==> config.mk <==
export PLATFORM = sky130hd
export DESIGN_NAME = nes_multipad_reader
export DESIGN_NICKNAME = d
export VERILOG_FILES = /design/src/rtl/nes_multipad_reader.sv
export SDC_FILE = /design/constraint.sdc
export NUM_CORES = 1
export LEC_CHECK = 0
export ABC_AREA = 1
export ABC_CLOCK_PERIOD_IN_PS = 1650
export BUFFER_PORTS_ARGS = -buffer_cell sky130_fd_sc_hd__buf_2
export CORE_MARGIN = 2
export CORE_UTILIZATION = 40
export DETAILED_ROUTE_END_ITERATION = 10
export GPL_ROUTABILITY_DRIVEN = 0
export PLACE_DENSITY = 0.6
export SYNTH_ARGS = -nofsm -noshare
export SYNTH_HDL_FRONTEND = slang
export SYNTH_SLANG_ARGS = --single-unit
==> constraint.sdc <==
create_clock -name i_clk -period 1.65 [get_ports i_clk]
set_input_delay 0.4125 -clock i_clk [delete_from_list [all_inputs] [get_ports i_clk]]
set_output_delay 0.4125 -clock i_clk [all_outputs]
set_load 0.05 [all_outputs]
==> src/rtl/nes_multipad_reader.sv <==
// nes_multipad_reader: polls NUM_PADS NES/SNES shift-register pads over shared latch/clock lines.
// Define NES_PAD_DETECT_EN to shift one extra bit per frame and report pad presence on o_connected.
module nes_multipad_reader #(
    parameter int CLK_FREQ_HZ    = 27_000_000,
    parameter int POLL_HZ        = 60,
    parameter int HALF_PERIOD_US = 6,
    parameter int NUM_PADS       = 2,
    parameter int NUM_BITS       = 8
) (
    input  logic                         i_clk,
    input  logic                         i_rst_n,
    input  logic                         i_poll_req,
    input  logic [NUM_PADS-1:0]          i_serial_data,
    output logic                         o_data_latch,
    output logic                         o_data_clock,
    output logic [NUM_PADS*NUM_BITS-1:0] o_buttons,
    output logic                         o_valid,
    output logic [NUM_PADS-1:0]          o_changed,
    output logic                         o_busy,
    output logic [NUM_PADS-1:0]          o_connected
);
    localparam int H_RAW = CLK_FREQ_HZ / 1_000_000 * HALF_PERIOD_US;
    localparam int H = H_RAW < 1 ? 1 : H_RAW;
    localparam int POLL_CYC = CLK_FREQ_HZ / POLL_HZ;
`ifdef NES_PAD_DETECT_EN
    localparam int DET = 1;
`else
    localparam int DET = 0;
`endif
    localparam int NB = NUM_BITS + DET;
    localparam int PW = POLL_CYC > 1 ? $clog2(POLL_CYC) : 1;
    localparam int CW = $clog2(2 * H);
    localparam int BW = NB > 1 ? $clog2(NB) : 1;

    typedef enum logic [1:0] {IDLE, LATCH, SHIFT, DONE} state_t;

    state_t                       state, state_next;
    logic [PW-1:0]                poll_cnt;
    logic [CW-1:0]                ph_cnt;
    logic [BW-1:0]                bit_idx;
    logic [NB-1:0]                shadow [NUM_PADS];
    logic                         tick, ph_last, bit_last, enter_done;
    logic [NUM_PADS*NUM_BITS-1:0] new_buttons;
    logic [NUM_PADS-1:0]          new_changed, pad_present;

    assign tick       = poll_cnt == PW'(POLL_CYC - 1);
    assign ph_last    = ph_cnt == CW'(2 * H - 1);
    assign bit_last   = bit_idx == BW'(NB - 1);
    assign enter_done = state == SHIFT && ph_last && bit_last;

    always_ff @(posedge i_clk) begin
        if (!i_rst_n) poll_cnt <= '0;
        else poll_cnt <= tick ? '0 : poll_cnt + 1'b1;
    end

    always_ff @(posedge i_clk) begin
        if (!i_rst_n) state <= IDLE;
        else state <= state_next;
    end

    always_comb begin
        state_next = state;
        case (state)
            IDLE:    state_next = (tick || i_poll_req) ? LATCH : IDLE;
            LATCH:   state_next = ph_last ? SHIFT : LATCH;
            SHIFT:   state_next = (ph_last && bit_last) ? DONE : SHIFT;
            default: state_next = IDLE;
        endcase
    end

    always_comb begin
        o_data_latch = state == LATCH;
        o_data_clock = state == SHIFT && ph_cnt >= CW'(H);
        o_busy       = state != IDLE;
    end

    always_ff @(posedge i_clk) begin
        if (!i_rst_n) begin
            ph_cnt  <= '0;
            bit_idx <= '0;
        end else begin
            ph_cnt  <= ((state == LATCH || state == SHIFT) && !ph_last) ? ph_cnt + 1'b1 : '0;
            bit_idx <= state != SHIFT ? '0 : (ph_last && !bit_last) ? bit_idx + 1'b1 : bit_idx;
        end
    end

    // Sample on the last low cycle, just before the pad sees the rising shift clock.
    always_ff @(posedge i_clk) begin
        if (state == SHIFT && ph_cnt == CW'(H - 1))
            for (int p = 0; p < NUM_PADS; p++) shadow[p][bit_idx] <= ~i_serial_data[p];
    end

    always_comb begin
        new_buttons = '0;
        new_changed = '0;
        for (int p = 0; p < NUM_PADS; p++) begin
            new_buttons[p*NUM_BITS +: NUM_BITS] = pad_present[p] ? shadow[p][NUM_BITS-1:0] : '0;
            new_changed[p] = new_buttons[p*NUM_BITS +: NUM_BITS] != o_buttons[p*NUM_BITS +: NUM_BITS];
        end
    end

    always_ff @(posedge i_clk) begin
        if (!i_rst_n) begin
            o_buttons <= '0;
            o_valid   <= 1'b0;
            o_changed <= '0;
        end else begin
            o_valid   <= enter_done;
            o_changed <= enter_done ? new_changed : '0;
            if (enter_done) o_buttons <= new_buttons;
        end
    end

`ifdef NES_PAD_DETECT_EN
    // Extra bit is stored inverted: a genuine pad shifts in 0, which lands here as 1.
    always_comb begin
        pad_present = '0;
        for (int p = 0; p < NUM_PADS; p++) pad_present[p] = shadow[p][NUM_BITS];
    end

    always_ff @(posedge i_clk) begin
        if (!i_rst_n) o_connected <= '0;
        else if (enter_done) o_connected <= pad_present;
    end
`else
    assign pad_present = '1;
    assign o_connected = '1;
`endif
endmodule

# ---- Yosys cells after proc, flatten, opt, wreduce, memory -nomap -nowiden
# Memory sizes are Yosys's and may differ from the RTL's.
# Cells that the tools add are included.
dict set report word_totals {
  mem_count 1
  output_inout_bits 24
  word_cells 52
  regBits 52
  in_bits 5
  mem_bits_rw 16
}
dict set report op_classes {
  n_lt_le_gt_ge 3
  bitwise_logic 3
  mux 8
  eq_ne 9
  reduce_logical 18
  addsub 3
}
# name words word_bits read_ports rd_clocked_by_memory_dff write_ports line
set mem_list {}
lappend mem_list {shadow 2 8 2 0 2 41} ;# logic [NB-1:0] shadow [NUM_PADS];
# cell count
set ops {}
lappend ops {{19-bit by 1-bit adder with 19-bit output, second input constant} 1}
lappend ops {{19-bit == test, second input constant} 1}
lappend ops {{8-bit != test} 2}
lappend ops {{9-bit by 1-bit adder with 9-bit output, second input constant} 1}
lappend ops {{9-bit by 8-bit == test with 1-bit output, second input constant} 1}
lappend ops {{9-bit == test, second input constant} 1}
lappend ops {{9-bit by 8-bit >= comparator with 1-bit output, second input constant} 1}
lappend ops {{1-bit logical AND} 8}
lappend ops {{8-bit 2-to-1 mux} 1}
lappend ops {{2-bit case mux with 3 select lines} 1}
lappend ops {{3-bit by 4-bit < comparator with 1-bit output, second input constant} 1}
lappend ops {{1-bit 2-to-1 mux} 4}
lappend ops {{2-bit AND reduction} 2}
lappend ops {{2-bit OR reduction} 2}
lappend ops {{3-bit by 1-bit adder with 3-bit output, second input constant} 1}
lappend ops {{1-bit demux with 3-bit select} 1}
lappend ops {{3-bit == test, second input constant} 1}
lappend ops {{3-bit by 1-bit >= comparator with 1-bit output, second input constant} 1}
lappend ops {{1-bit NOT} 3}
lappend ops {{2-bit by 1-bit == test with 1-bit output, second input constant} 1}
lappend ops {{2-bit == test, second input constant} 1}
lappend ops {{1-bit logical NOT} 2}
lappend ops {{2-bit logical NOT} 1}
lappend ops {{1-bit logical OR} 2}
lappend ops {{other kinds (3)} 3}

# ---- Logic depth before layout (Yosys ltp)
# Gate-level depths: netlist (run 1).
dict set report logic_depth {
  ltp_word 5
  ltp_mapped 9
  depth_no_buf 8
}

# ---- Worst setup path after synthesis (run 1)
# No wires, ideal clock.
dict set report synth_timing {
  path_kind {reg2out}
  from {register ph_cnt[7]}
  to {output port o_data_clock}
  arrival_ns 1.957
  n_path_buf 0
  stages_incl_launch_ff 5
  slack_ns -0.720
  cell_sequence {dfxtp_1 -> inv_1 -> nor3_1 -> nand4_1 -> a21boi_0}
}
dict set report synth_between {
  elab_chain_len 2
}
# item line
set synth_lines {}
lappend synth_lines {{from (decl)} 39} ;# logic [CW-1:0] ph_cnt;
lappend synth_lines {{from (signal assigned)} 82} ;# ph_cnt <= ((state == LATCH || state == SHIFT) && !ph_last) ? ph_cnt + 1'b1 : '0;
lappend synth_lines {{9-bit by 8-bit >= comparator with 1-bit output} 73} ;# o_data_clock = state == SHIFT && ph_cnt >= CW'(H);
lappend synth_lines {{1-bit logical AND} 73}
lappend synth_lines {{to (decl)} 15} ;# output logic o_data_clock,
# Every way passes these cells.

# ---- Worst setup path after layout (run 1)
# Same ends and word-level chain as after synthesis.

==> metrics.md, run 1 <==
| Metric | Value |
|---|---|
| I/O Buffers | `26` |
| Largest area contributor in the netlist | `dfxtp_1` |
| Slowest library cell on the worst path | `dfxtp_2` |
| Dpl ws | `-0.00329 ns` |
| Post-DRT Antenna Nets | `0` |
| Clock Power Share | `0.424` |
| IO Pins | `29` |
| Routed vias/inst | `4.65` |
| CTS tree | `built` |
| Post-DP Area | `0.00348 mm^2` |
| Max incr delay on CP | `0.34 ns` |
| Vias in the first global route | `2497` |
| Worst setup margin | `-0.249 ns` |
| Startpoint types | `flop` |
| Maximum vdd drop | `0.000378 V` |
| DIE HEIGHT | `92.1 um` |
| Critical-path cell list | `inv_2, nor3_4, nand4_1, a21boi_4, buf_6` |
| Synthesized cell area | `0.00310 mm^2` |
| Setup_tns | `-0.677 ns` |
| Min Clock Period, post-route | `1.90 ns` |
| Antenna violations before repair | `0` |
| Critical Path End Type | `output pin` |
| Synthesized area per cell | `8.14 um^2` |
| Most frequent cells in the layout | `nor2_1 (69), nand2_1 (52), dfxtp_1 (46), inv_1 (39), buf_2 (23)` |
| Total grt overflow | `0` |
| CTS sink count | `68` |
| WP data required | `1.24 ns` |
| Pint | `2450 uW` |
| Hold Slack | `0.367 ns` |
| Leakage | `0.00158 uW` |
| MaxCap Viol Count | `0` |
| ANT cells | `0` |
| CTS Hold Bufs | `0` |
| Sequential share of power | `0.539` |
| H-tree depth | `3` |
| Fmax | `527 MHz` |
| Total Wirelength | `6400 um` |
| Initial Utilization | `0.408` |
| Final core utilization | `0.512` |
| Outcome | `finished, violations left` |
| Worst Path Arrival | `1.49 ns` |
| Synth cell types | `32` |
| Fillers | `731` |
| Crit path max fanout | `3` |
| Final hold vios | `0` |
| Final Net Count | `448` |
| Sw Ratio | `0.231` |
| Detailed-route DRC error count | `0` |
| Pwr/cell area | `819 mW/mm^2` |
| Clock Latency Late Sink | `0.35 ns` |
| Final Setup Violations | `17` |
| Tcrit/Tclk final | `1.15` |
| Clock slew at reported path FFs | `0.07 ns` |
| Core region area | `0.00761 mm^2` |
| Placed wire-length estimate | `4510 um` |
| P&R area growth vs syn | `25.5%` |
| Mapped Cells | `381` |
| Post-synth top area share | `0.335` |
| Cts bufs inserted | `9` |
| Critical path class | `reg2out` |
| Tot GR Track Use | `0.164` |
| CTS root buf | `clkbuf_8` |
| Die W | `92.1 um` |
| Hold Crit Class | `in2reg` |
| Die area | `0.00848 mm^2` |
| Final Max Slew Viols | `0` |
| Unrepaired setup endpoints after global routing | `true` |
| Logic gate share of total power | `0.037` |
| First-pass GRT wire length | `11000 um` |
| Initial DRC count | `70` |
| Net Switching | `738 uW` |
| Vias | `2512` |
| Flops & latches, synth | `68` |
| CTS Buffer Depth | `2` |
| Design area | `0.00389 mm^2` |
| DR WL/cell | `11.9 um` |
| Largest cells by area after synthesis | `dfxtp_1 (34%), edfxtp_1 (15%), nor2_1 (8.3%)` |
| Final setup skew | `0.0124 ns` |
| Post-synthesis sequential area ratio | `0.490` |
| Most common cell after layout, fill and taps aside | `nor2_1` |
| Yosys warns | `0` |
| Layout cells sized above 1 | `0.244` |
| Failing checks | `setup timing` |
| Largest net degree at the start of global routing | `20` |
| Total iterations of the first detailed-routing run | `4` |
| Num rows | `32` |
synth_stat cells (all sizes together):
master	n
nor2	72
nand2	57
dfxtp	52
inv	44
o21ai	22
nand3	19
xnor2	19
a21oi	18
nor3	18
edfxtp	16
ha	10
nand4	10
or2	6
buf	4
clkbuf	3
a31oi	2
nor4	2
a21boi	1
and3	1
clkinv	1
conb	1
nand3b	1
nor3b	1
xor2	1
worst paths after layout:
path | from | endpoint | slack (ns) | cells after the start
setup / recovery | ph_cnt[7]$_SDFF_PN0_ | o_data_clock | -0.25 | 5
hold reg to reg | ph_cnt[0]$_SDFF_PN0_ | ph_cnt[0]$_SDFF_PN0_ | 0.44 | 1
hold / removal | i_rst_n | state[0]$_SDFF_PN0_ | 0.37 | 3
setup reg to reg | ph_cnt[7]$_SDFF_PN0_ | shadow[0][14]$_DFFE_PP_ | -0.06 | 7
power groups by stage:
stage / logic (uW) / registers, uW / clock network, uW
2_1_floorplan: 73.6 / 1760 / 0
3_3_place_gp: 109 / 1760 / 0
3_5_place_dp: 110 / 1760 / 0
4_1_cts: 117 / 1720 / 1390
5_1_grt: 131 / 1720 / 1440
6_report: 117 / 1720 / 1350
timing repair:
action                                  CTS  global route
gates cloned                              0             0
pin swaps                                 3             4
gates resized for setup                  14            41
buffers inserted                          2             1
hold endpoints to repair                  0             0
endpoints found under the setup margin    5            45
area by class of cell:
cell class / instances / area, um^2 / area share
Clock buffer: 10 / 128 / 0.0328
Clock inverter: 6 / 63.8 / 0.0164
Inverter: 45 / 176 / 0.0453
Multi-Input combinational cell: 262 / 1550 / 0.397
Sequential cell: 68 / 1530 / 0.393
Tap cell: 102 / 128 / 0.0328
Timing Repair Buffer: 47 / 323 / 0.0829
cells by family (layout without fill, tap and decap cells):
| group | count (synthesis) | after routing | share of synthesized area |
|---|---|---|---|
| buf+inv | 52 | 108 | 0.0694 |
| other cells | 1 | 2 | 0.00121 |
| compound gates | 43 | 43 | 0.0710 |
| flops | 68 | 68 | 0.490 |
| fa+ha+maj | 10 | 10 | 0.0403 |
| simple gates | 187 | 187 | 0.271 |
| xor+xnor | 20 | 20 | 0.0565 |
per-stage QoR:
stage                     cells  total power [uW]
after floorplan             382              1830
after global placement      521              1870
after detailed placement    521              1870
after CTS                   539              3230
after global routing        540              3300
final                       540              3190
sequential cells by signal (all words and copies together), names as in the netlist:
signal	cells
bit_idx	3
o_changed	2
ph_cnt	9
o_buttons	16
poll_cnt	19
o_valid	1
state	2
shadow	16
critical path: cells and delay by family, from the launching register on:
family / cells / cell delay (ns)
AOI/OAI and AO/OA: 1 / 0.19
buffers and inverters: 2 / 0.22
DFF: 1 / 0.34
and+or+nand+nor: 2 / 0.38
routing by layer:
layer  routed length, um  up-vias  track usage
li1                    -     1334            -
met1                2950     1126        0.196
met2                3050       38        0.273
met3                 225       14       0.0386
met4                 169        0       0.0896
met5                   0        -            0
(Power assumes the default switching activity.)
==> run 2: changes to the inputs <==
--- a/config.mk
+++ b/config.mk
@@ -6,13 +6,14 @@
 export NUM_CORES = 1
 export LEC_CHECK = 0
 export ABC_AREA = 1
-export ABC_CLOCK_PERIOD_IN_PS = 1650
+export ABC_CLOCK_PERIOD_IN_PS = 2200
 export BUFFER_PORTS_ARGS = -buffer_cell sky130_fd_sc_hd__buf_2
+export CAP_MARGIN = 30
 export CORE_MARGIN = 2
 export CORE_UTILIZATION = 40
 export DETAILED_ROUTE_END_ITERATION = 10
 export GPL_ROUTABILITY_DRIVEN = 0
-export PLACE_DENSITY = 0.6
+export PLACE_DENSITY = 0.58
 export SYNTH_ARGS = -nofsm -noshare
 export SYNTH_HDL_FRONTEND = slang
 export SYNTH_SLANG_ARGS = --single-unit
==> constraint.sdc (replaced) <==
create_clock -name i_clk -period 2.2 [get_ports i_clk]
set_input_delay 0.55 -clock i_clk [delete_from_list [all_inputs] [get_ports i_clk]]
set_output_delay 0.55 -clock i_clk [all_outputs]
set_load 0.05 [all_outputs]
==> run 2 against run 1 <==
Net effect: largest cell class is now sequential cells; critical endpoint unchanged; the run now ends clean; sequential cell count did not move; sequential power fell by 25%; largest power group unchanged; final area fell by 9.0%.
==> metrics.md, run 2 (synthesized netlist as in run 1, its figures left out) <==
| Metric | Value |
|---|---|
| First-pass GRT wire length | `10200 um` |
| Total Wirelength | `5980 um` |
| Vias in the first global route | `2296` |
| Sequential share of power | `0.551` |
| CTS sink count | `68` |
| IO Pins | `29` |
| I/O Buffers | `26` |
| Num rows | `32` |
| Core region area | `0.00761 mm^2` |
| Most frequent cells in the layout | `nor2_1 (69), nand2_1 (56), dfxtp_1 (51), inv_1 (42), buf_2 (25)` |
| Antenna violations before repair | `0` |
| Leakage | `0.00143 uW` |
| WP data required | `1.65 ns` |
| P&R area growth vs syn | `14.2%` |
| Sw Ratio | `0.219` |
| Critical path class | `reg2out` |
| CTS Hold Bufs | `0` |
| H-tree depth | `3` |
| Clock Power Share | `0.418` |
| Pwr/cell area | `661 mW/mm^2` |
| Setup_tns | `0 ns` |
| Top reg by flops | `poll_cnt` |
| Largest regs | `poll_cnt (19), o_buttons (16), shadow (16)` |
| Most common cell after layout, fill and taps aside | `nor2_1` |
| Final Max Slew Viols | `0` |
| Initial DRC count | `91` |
| CTS Buffer Depth | `2` |
| Total grt overflow | `0` |
| Final core utilization | `0.466` |
| Tot GR Track Use | `0.152` |
| Hold Crit Class | `reg2reg` |
| Unrepaired setup endpoints after global routing | `false` |
| Largest net degree at the start of global routing | `20` |
| Non-filler cells, final | `523` |
| Critical Path End Type | `output pin` |
| MaxCap Viol Count | `0` |
| Detailed-route DRC error count | `0` |
| Die W | `92.1 um` |
| Layout cells sized above 1 | `0.145` |
| Vias | `2479` |
| Pint | `1830 uW` |
| Startpoint types | `flop` |
| Crit path max fanout | `5` |
| Final Setup Violations | `0` |
| Final Net Count | `431` |
| Clock slew at reported path FFs | `0.07 ns` |
| Max reg flops | `19` |
| # Post-CTS Setup Buffers | `0` |
| DR WL/cell | `11.4 um` |
| CTS tree | `built` |
| Routed vias/inst | `4.74` |
| Net Switching | `514 uW` |
| CTS root buf | `clkbuf_8` |
| Placed wire-length estimate | `4460 um` |
| Logic gate share of total power | `0.031` |
| Worst Path Arrival | `1.47 ns` |
| Clock Latency Late Sink | `0.34 ns` |
| Min Clock Period, post-route | `2.02 ns` |
| Die area | `0.00848 mm^2` |
| ANT cells | `0` |
| Outcome | `finished clean` |
| Fmax | `495 MHz` |
| DIE HEIGHT | `92.1 um` |
| Tcrit/Tclk final | `0.919` |
| Fillers | `768` |
| Cts bufs inserted | `9` |
| Hold Slack | `0.488 ns` |
| Power, Total | `2340 uW` |
| Final setup skew | `0.0124 ns` |
| Maximum vdd drop | `0.000391 V` |
| Post-DRT Antenna Nets | `0` |
| Final hold vios | `0` |
| Initial Utilization | `0.408` |
| Total iterations of the first detailed-routing run | `4` |
| Placed Cells | `507` |
==> run 2: changes by cell type in the layout (fill, tap and decap cells not counted), moves of 4 or more <==
cell and delta:
buf_4 -14, buf_6 -4, dfxtp_1 +5, dfxtp_2 -4, nand2_1 +4, nor3_1 +9
nor3_4 -10
==> run 2: cell type report <==
class | instances | area [um^2] | share of cell area
sequential | 68 | 1520 | 0.430
multi-input combinational | 262 | 1380 | 0.388
inverter | 45 | 170 | 0.0480
timing repair buffer | 30 | 163 | 0.0459
clock buffer | 12 | 135 | 0.0381
tap | 102 | 128 | 0.0360
clock inverter | 4 | 50.0 | 0.0141
==> run 2: path summary, 6_finish.rpt <==
check | from | cells after the start | slack, ns | end
setup / recovery | ph_cnt[5]$_SDFF_PN0_ | 5 | 0.18 | o_data_clock
hold reg to reg | ph_cnt[0]$_SDFF_PN0_ | 1 | 0.49 | ph_cnt[0]$_SDFF_PN0_
hold / removal | ph_cnt[0]$_SDFF_PN0_ | 1 | 0.49 | ph_cnt[0]$_SDFF_PN0_
setup reg to reg | state[0]$_SDFF_PN0_ | 6 | 0.45 | shadow[0][9]$_DFFE_PP_
==> run 2: metrics by stage <==
stage / worst slack (ns) / instance area, um^2
after global placement: 0.341 / 3350
after floorplan: 0.0566 / 3110
after global routing: 0.00845 / 3540
after CTS: 0.0970 / 3540
final: 0.179 / 3540
after detailed placement: 0.310 / 3350
==> run 2: what timing repair did <==
item | CTS | global route
gates cloned | 0 | 0
endpoints found under the hold margin | 0 | 0
resized for setup | 2 | 1
endpoints found under the setup margin | 1 | 1
==> run 2: critical path, stage by stage (launching register included) <==
cell and delay, ns:
dfxtp_1 0.33, inv_1 0.09, nor3_2 0.22, nand4_1 0.11, a21boi_1 0.17, buf_4 0.21
==> run 2: per-layer routing <==
layer,vias to the layer above,GRT usage,share of wire
met5,-,0,0
met2,41,0.250,0.45
met4,0,0.0498,0.020
met1,1127,0.185,0.49
li1,1301,-,-
met3,10,0.0567,0.037
==> run 2: power groups by stage <==
stage	logic (uW)	registers [uW]	clock network, uW
floorplan	55.2	1320	0
global route	81.4	1290	1060
detailed placement	73.4	1320	0
global placement	73.8	1320	0
finish	72.8	1290	980
CTS	73.9	1290	1010
